`src/rtl/instr_prefetch_buffer.sv`:
```
// instr_prefetch_buffer: in-order instruction prefetch queue between a
// pipelined instruction memory and decode. Keeps up to DEPTH sequential
// fetches in flight and flushes on redirect, squashing stale responses.
// Optional feature macro: PREFETCH_BYPASS_EN (forwards a returning word
// straight to decode when the queue is empty).
module instr_prefetch_buffer #(
    parameter int unsigned          XLEN     = 32,
    parameter int unsigned          DEPTH    = 4,
    parameter logic [XLEN-1:0]      RESET_PC = '0
) (
    input  logic            clk,
    input  logic            reset,
    output logic            imem_req,
    output logic [XLEN-1:0] imem_addr,
    input  logic            imem_rvalid,
    input  logic [XLEN-1:0] imem_rdata,
    output logic            dec_valid,
    output logic [XLEN-1:0] dec_instr,
    output logic [XLEN-1:0] dec_pc,
    output logic [XLEN-1:0] dec_pc_plus4,
    input  logic            dec_ready,
    input  logic            redirect,
    input  logic [XLEN-1:0] redirect_pc
);

    localparam int unsigned PW = $clog2(DEPTH);
    localparam int unsigned CW = PW + 1;
    localparam int unsigned SW = CW + 1;

    logic [XLEN-1:0] fetch_pc;
    logic [XLEN-1:0] resp_pc;
    logic [XLEN-1:0] q_instr [DEPTH];
    logic [XLEN-1:0] q_pc    [DEPTH];
    logic [PW-1:0]   rd_ptr;
    logic [PW-1:0]   wr_ptr;
    logic [CW-1:0]   count;
    logic [CW-1:0]   outstanding;
    logic [CW-1:0]   discard;

    logic [SW-1:0]   inflight;
    logic            ret;
    logic            keep;
    logic            bypass;
    logic            handshake;
    logic            push;
    logic            pop;

    // Issue credit, return classification and push/pop decisions.
    always_comb begin
        inflight  = {1'b0, count} + {1'b0, outstanding};
        imem_req  = !reset && !redirect && (inflight < SW'(DEPTH));
        imem_addr = fetch_pc;
        ret       = imem_rvalid && (outstanding != '0);
        keep      = ret && (discard == '0);
`ifdef PREFETCH_BYPASS_EN
        bypass    = keep && (count == '0) && !redirect;
`else
        bypass    = 1'b0;
`endif
        dec_valid = (count != '0) && !redirect;
        dec_instr = q_instr[rd_ptr];
        dec_pc    = q_pc[rd_ptr];
        if (bypass) begin
            dec_valid = 1'b1;
            dec_instr = imem_rdata;
            dec_pc    = resp_pc;
        end
        dec_pc_plus4 = dec_pc + XLEN'(4);
        handshake    = dec_valid && dec_ready;
        // A bypassed word taken by decode never enters the queue, and the
        // empty queue has nothing to pop in that cycle.
        push = keep && !redirect && !(bypass && dec_ready);
        pop  = handshake && !bypass;
    end

    // Fetch/response PCs, credit counters and queue storage.
    always_ff @(posedge clk or posedge reset) begin
        if (reset) begin
            fetch_pc    <= RESET_PC;
            resp_pc     <= RESET_PC;
            rd_ptr      <= '0;
            wr_ptr      <= '0;
            count       <= '0;
            outstanding <= '0;
            discard     <= '0;
            for (int unsigned i = 0; i < DEPTH; i++) begin
                q_instr[i] <= '0;
                q_pc[i]    <= '0;
            end
        end else if (redirect) begin
            // Every request still in flight after this cycle's return is stale.
            fetch_pc    <= redirect_pc;
            resp_pc     <= redirect_pc;
            rd_ptr      <= '0;
            wr_ptr      <= '0;
            count       <= '0;
            outstanding <= outstanding - CW'(ret);
            discard     <= outstanding - CW'(ret);
        end else begin
            if (imem_req) begin
                fetch_pc <= fetch_pc + XLEN'(4);
            end
            outstanding <= outstanding + CW'(imem_req) - CW'(ret);
            if (ret && (discard != '0)) begin
                discard <= discard - CW'(1);
            end
            if (keep) begin
                resp_pc <= resp_pc + XLEN'(4);
            end
            if (push) begin
                q_instr[wr_ptr] <= imem_rdata;
                q_pc[wr_ptr]    <= resp_pc;
                wr_ptr          <= wr_ptr + PW'(1);
            end
            if (pop) begin
                rd_ptr <= rd_ptr + PW'(1);
            end
            count <= count + CW'(push) - CW'(pop);
        end
    end

endmodule
```
`config.mk`:
```
export PLATFORM = sky130hd
export DESIGN_NAME = instr_prefetch_buffer
export DESIGN_NICKNAME = d
export VERILOG_FILES = /design/src/rtl/instr_prefetch_buffer.sv
export SDC_FILE = /design/constraint.sdc
export NUM_CORES = 1
export LEC_CHECK = 0
export ABC_CLOCK_PERIOD_IN_PS = 36300
export BUFFER_PORTS_ARGS = -buffer_cell sky130_fd_sc_hd__buf_2
export CELL_PAD_IN_SITES_DETAIL_PLACEMENT = 0
export CELL_PAD_IN_SITES_GLOBAL_PLACEMENT = 1
export CORE_MARGIN = 5
export CORE_UTILIZATION = 30
export DETAILED_ROUTE_END_ITERATION = 7
export GPL_ROUTABILITY_DRIVEN = 0
export HOLD_SLACK_MARGIN = 0.08
export PLACE_DENSITY_LB_ADDON = 0.1
export REMOVE_ABC_BUFFERS = 1
export SLEW_MARGIN = 10
export SYNTH_ARGS = -nofsm -noshare
export SYNTH_HDL_FRONTEND = slang
export SYNTH_SLANG_ARGS = --single-unit
```
`constraint.sdc`:
```
create_clock -name clk -period 36.3 [get_ports clk]
set_input_delay 7.26 -clock clk [delete_from_list [all_inputs] [get_ports clk]]
set_output_delay 7.26 -clock clk [all_outputs]
set_load 0.005 [all_outputs]
```
[Yosys cells after proc, flatten, opt, wreduce, memory -nomap -nowiden]
Cells that the tools add are included.
Cells by class
  reduce and logical (&&, ||, !) cells: 21
  order comparisons: 4
  multiplexer cells: 22
  add/subtract/negate cells: 12
  bitwise gates (word level): 3
Operators by type and width (number)
  $mux 32: 9
  $bwmux 128: 2
  $bmux 32 s2: 2
  $add 32x3->32 const B: 3
  $demux 32 s2: 1
  $mux 3: 4
  $reduce_bool 2->1: 5
  $logic_and 1x1->1: 9
  $reduce_bool 3->1: 3
  $sub 3x1->3: 3
  $mux 2: 4
  $add 3x1->3: 2
  $ge 3x3->1 const B: 2
  $not 2->3: 2
  $add 2x1->2 const B: 2
  $add 3x3->4: 1
  $lt 4x3->1 const B: 1
  $logic_not 3->1: 1
  $lt 3x1->1 const B: 1
  $sub 3x1->3 const B: 1
  $logic_not 1->1: 2
  $reduce_and 2->1: 1
  $not 1->1: 1
Word-level totals
  flip-flop bits (word level): 333
  word-level logic and storage cells: 77
  input port bits: 69

[Depth between registers and ports, before layout]
  word-level depth: 7
  gate-level depth with buffers: 13

[Worst setup path after synthesis]
No wires, ideal clock.
  kind: input to output
  from: in redirect
  to: out imem_req
  path slack: 20539 ps
  stages: 5
  data required time: 29040 ps
  arrival time: 8501 ps
  cell sequence: or4_1 a311o_1 buf_2 clkinv_2 buf_2
Between the ends
  word-level cells in the longest chain between the ends: 3
Ends and longest elaborated chain
  start: declaration: RTL line 22  | input logic redirect,
  $logic_not 1->1: RTL line 51  | imem_req = !reset && !redirect && (inflight < SW'(DEPTH));
  $logic_and 1x1->1 (2 in a row): RTL line 51
  end: declaration: RTL line 13  | output logic imem_req,
Every way passes these cells.

[Final worst setup path]
Same ends and word-level chain as after synthesis.

==> metrics.txt <==
minimum clock period 16.39 ns; top cells by area, synth dfrtp_1 52%, mux2_2 18%, mux4_2 7.4%; Async S/R FF share, synth 1.00; Setup crit start kind primary input; commonest cells in the netlist 333 x dfrtp_1, 256 x mux2_2, 80 x nand2_1; number of synthesized flops with an enable pin 0; Die W 242 um; Primary FF master, synth dfrtp_1; Yosys reg bits 333; ANT cells 0; Yosys top cell by area dfrtp_1; Worst R2R Path Depth 7; top-area cell type share of the netlist area 0.518; initial cell density of the core 0.301; fin crit share 0.452; DRT iter0 DRCs 491; layout cell share with drive strength beyond 1 0.424; WP data required 29.04 ns; Min-Delay Path Class flip-flop to flip-flop; setup TNS 0 ns; RSZ-0062 raised after global routing no; CTS buffer count 41; Setup crit end kind primary output; worst hold stages 1; Max Cap Viol 0; clock latency on the worst-skew pair 0.56 ns; final core utilization 0.358; row cnt 85; CTS Sinks 333; status complete, no violations; Synthesis Warnings 0; die height 242 um; final cell count without fillers 2120; Final setup viols 0; P per Cell Area 71.6 mW/mm^2; CTS tree yes; # hold bufs at CTS 0; Top Ports 199; crit path from redirect; Yosys cell types 54; Final Hold Vio Count 0; crit path kind primary input to primary output; Die Area 0.0584 mm^2; Gates resized, CTS repair 0; Setup WS post-layout 19.91 ns; CP max FO 35; number of antenna violations at the first check in global routing 0; Mapped Cells 1216; synthesized area 0.0161 mm^2; most common cell in the netlist dfrtp_1; clock buffer depth 3; sequential share of the synthesized area 0.518; first-pass GRT wire length 70200 um; reg2reg setup slack 33.09 ns; placed cell count 2045; Core Area 0.0535 mm^2; DRT antenna net count 0; synthesis-to-layout area growth 18.8%; # DRC 0; Place WS 19.90 ns; root buf cell clkbuf_16; largest net degree at the start of global routing 77; vias in the first global route 11300; DR vias 10500; clock slew at reported path FFs 0.05 ns; total gr overflow 0; CP arrival 9.13 ns; Fmax 61.0 MHz; Leak Pwr 8.69 nW; postcts setup bufs 0; count of TritonRoute iterations in the first routing pass 4; worst reg2reg startpoint discard[0]; number of max-slew violations in the final report 0; Total Wirelength 44600 um; Buffers on Ports 198; vias per cell 4.95; DR WL/cell 21.0 um; gr usage total 0.151; Power, Total 1.37 mW; Worst VDD drop 27.5 uV; CP endpoint imem_req; DP HPWL 28800 um; average size of a mapped cell 13.2 um^2; reg-to-reg endpoint q_instr[65]; worst-margin pin slew 1.06 ns; Layout Skew 0.0193 ns; H-tree depth 2; slew margin rel. 0.292; Total Nets Final 1480
per-layer routing:
| layer | up-vias | part of all wire | global-route usage | wire length, um |
|---|---|---|---|---|
| met4 | 0 | 0.018 | 0.0342 | 824 |
| met2 | 208 | 0.46 | 0.239 | 20500 |
| met3 | 53 | 0.042 | 0.0325 | 1870 |
| met5 | - | 0 | 0 | 0 |
| met1 | 5415 | 0.48 | 0.214 | 21400 |
| li1 | 4827 | - | - | - |
per-stage QoR:
stage,hold WS (ns),cell area (um^2)
2_1_floorplan,0.472,15700
3_3_place_gp,0.481,17700
3_5_place_dp,0.487,17700
4_1_cts,0.500,19100
5_1_grt,0.510,19100
6_report,0.498,19100
cell type report:
cell class,count,area [um^2]
fill,5281,34400
sequential,333,8340
multi-input combinational,772,7260
clock buffer,68,1320
timing repair buffer,213,1100
tap,696,871
inverter,31,125
clock inverter,7,116
report_power, final:
group / internal (mW) / switching, mW
Combinational: 0.217 / 0.197
Clock: 0.268 / 0.161
Sequential: 0.457 / 0.0696
Total: 0.943 / 0.427
worst max-delay path: stages:
cell and delay (ns):
buf_2 0.22, or4_1 0.56, a311o_1 0.33, buf_4 0.25, clkinv_2 0.30, buf_2 0.18
sequential cells by signal (all words and copies together), names as in the netlist:
register	flops
count	3
discard	3
imem_addr	32
outstanding	3
q_instr	128
q_pc	128
rd_ptr	2
resp_pc	32
wr_ptr	2
how the worst min path moves through the flow:
stage | start | endpoint | slack, ns
floorplan | q_pc[67] | q_pc[67] | 0.47
global placement | q_pc[79] | q_pc[79] | 0.48
detailed placement | q_pc[79] | q_pc[79] | 0.49
CTS | q_pc[79] | q_pc[79] | 0.50
global route | q_pc[118] | q_pc[118] | 0.51
finish | q_pc[79] | q_pc[79] | 0.50
cell families after synthesis:
family,synth area share
AO/OA/AOI/OAI,0.0465
flip-flops,0.518
AND/OR/NAND/NOR,0.0813
multiplexers,0.272
buffers and inverters,0.0329
adder cells (fa/ha/maj),0.0157
XOR/XNOR,0.0343
placed cells by master, fill, tap and decap left out, types with 28 or more instances in the layout:
cell type | Yosys | routed
nand2_1 | 80 | 80
o21ai_0 | 58 | 58
inv_1 | 30 | 29
xnor2_1 | 42 | 42
clkbuf_16 | 0 | 43
dfrtp_1 | 333 | 331
nand3_1 | 39 | 39
mux2_2 | 256 | 256
buf_2 | 39 | 198
mux4_2 | 53 | 53
nor2_1 | 29 | 28
No activity file was read; power rests on OpenSTA's default activity.
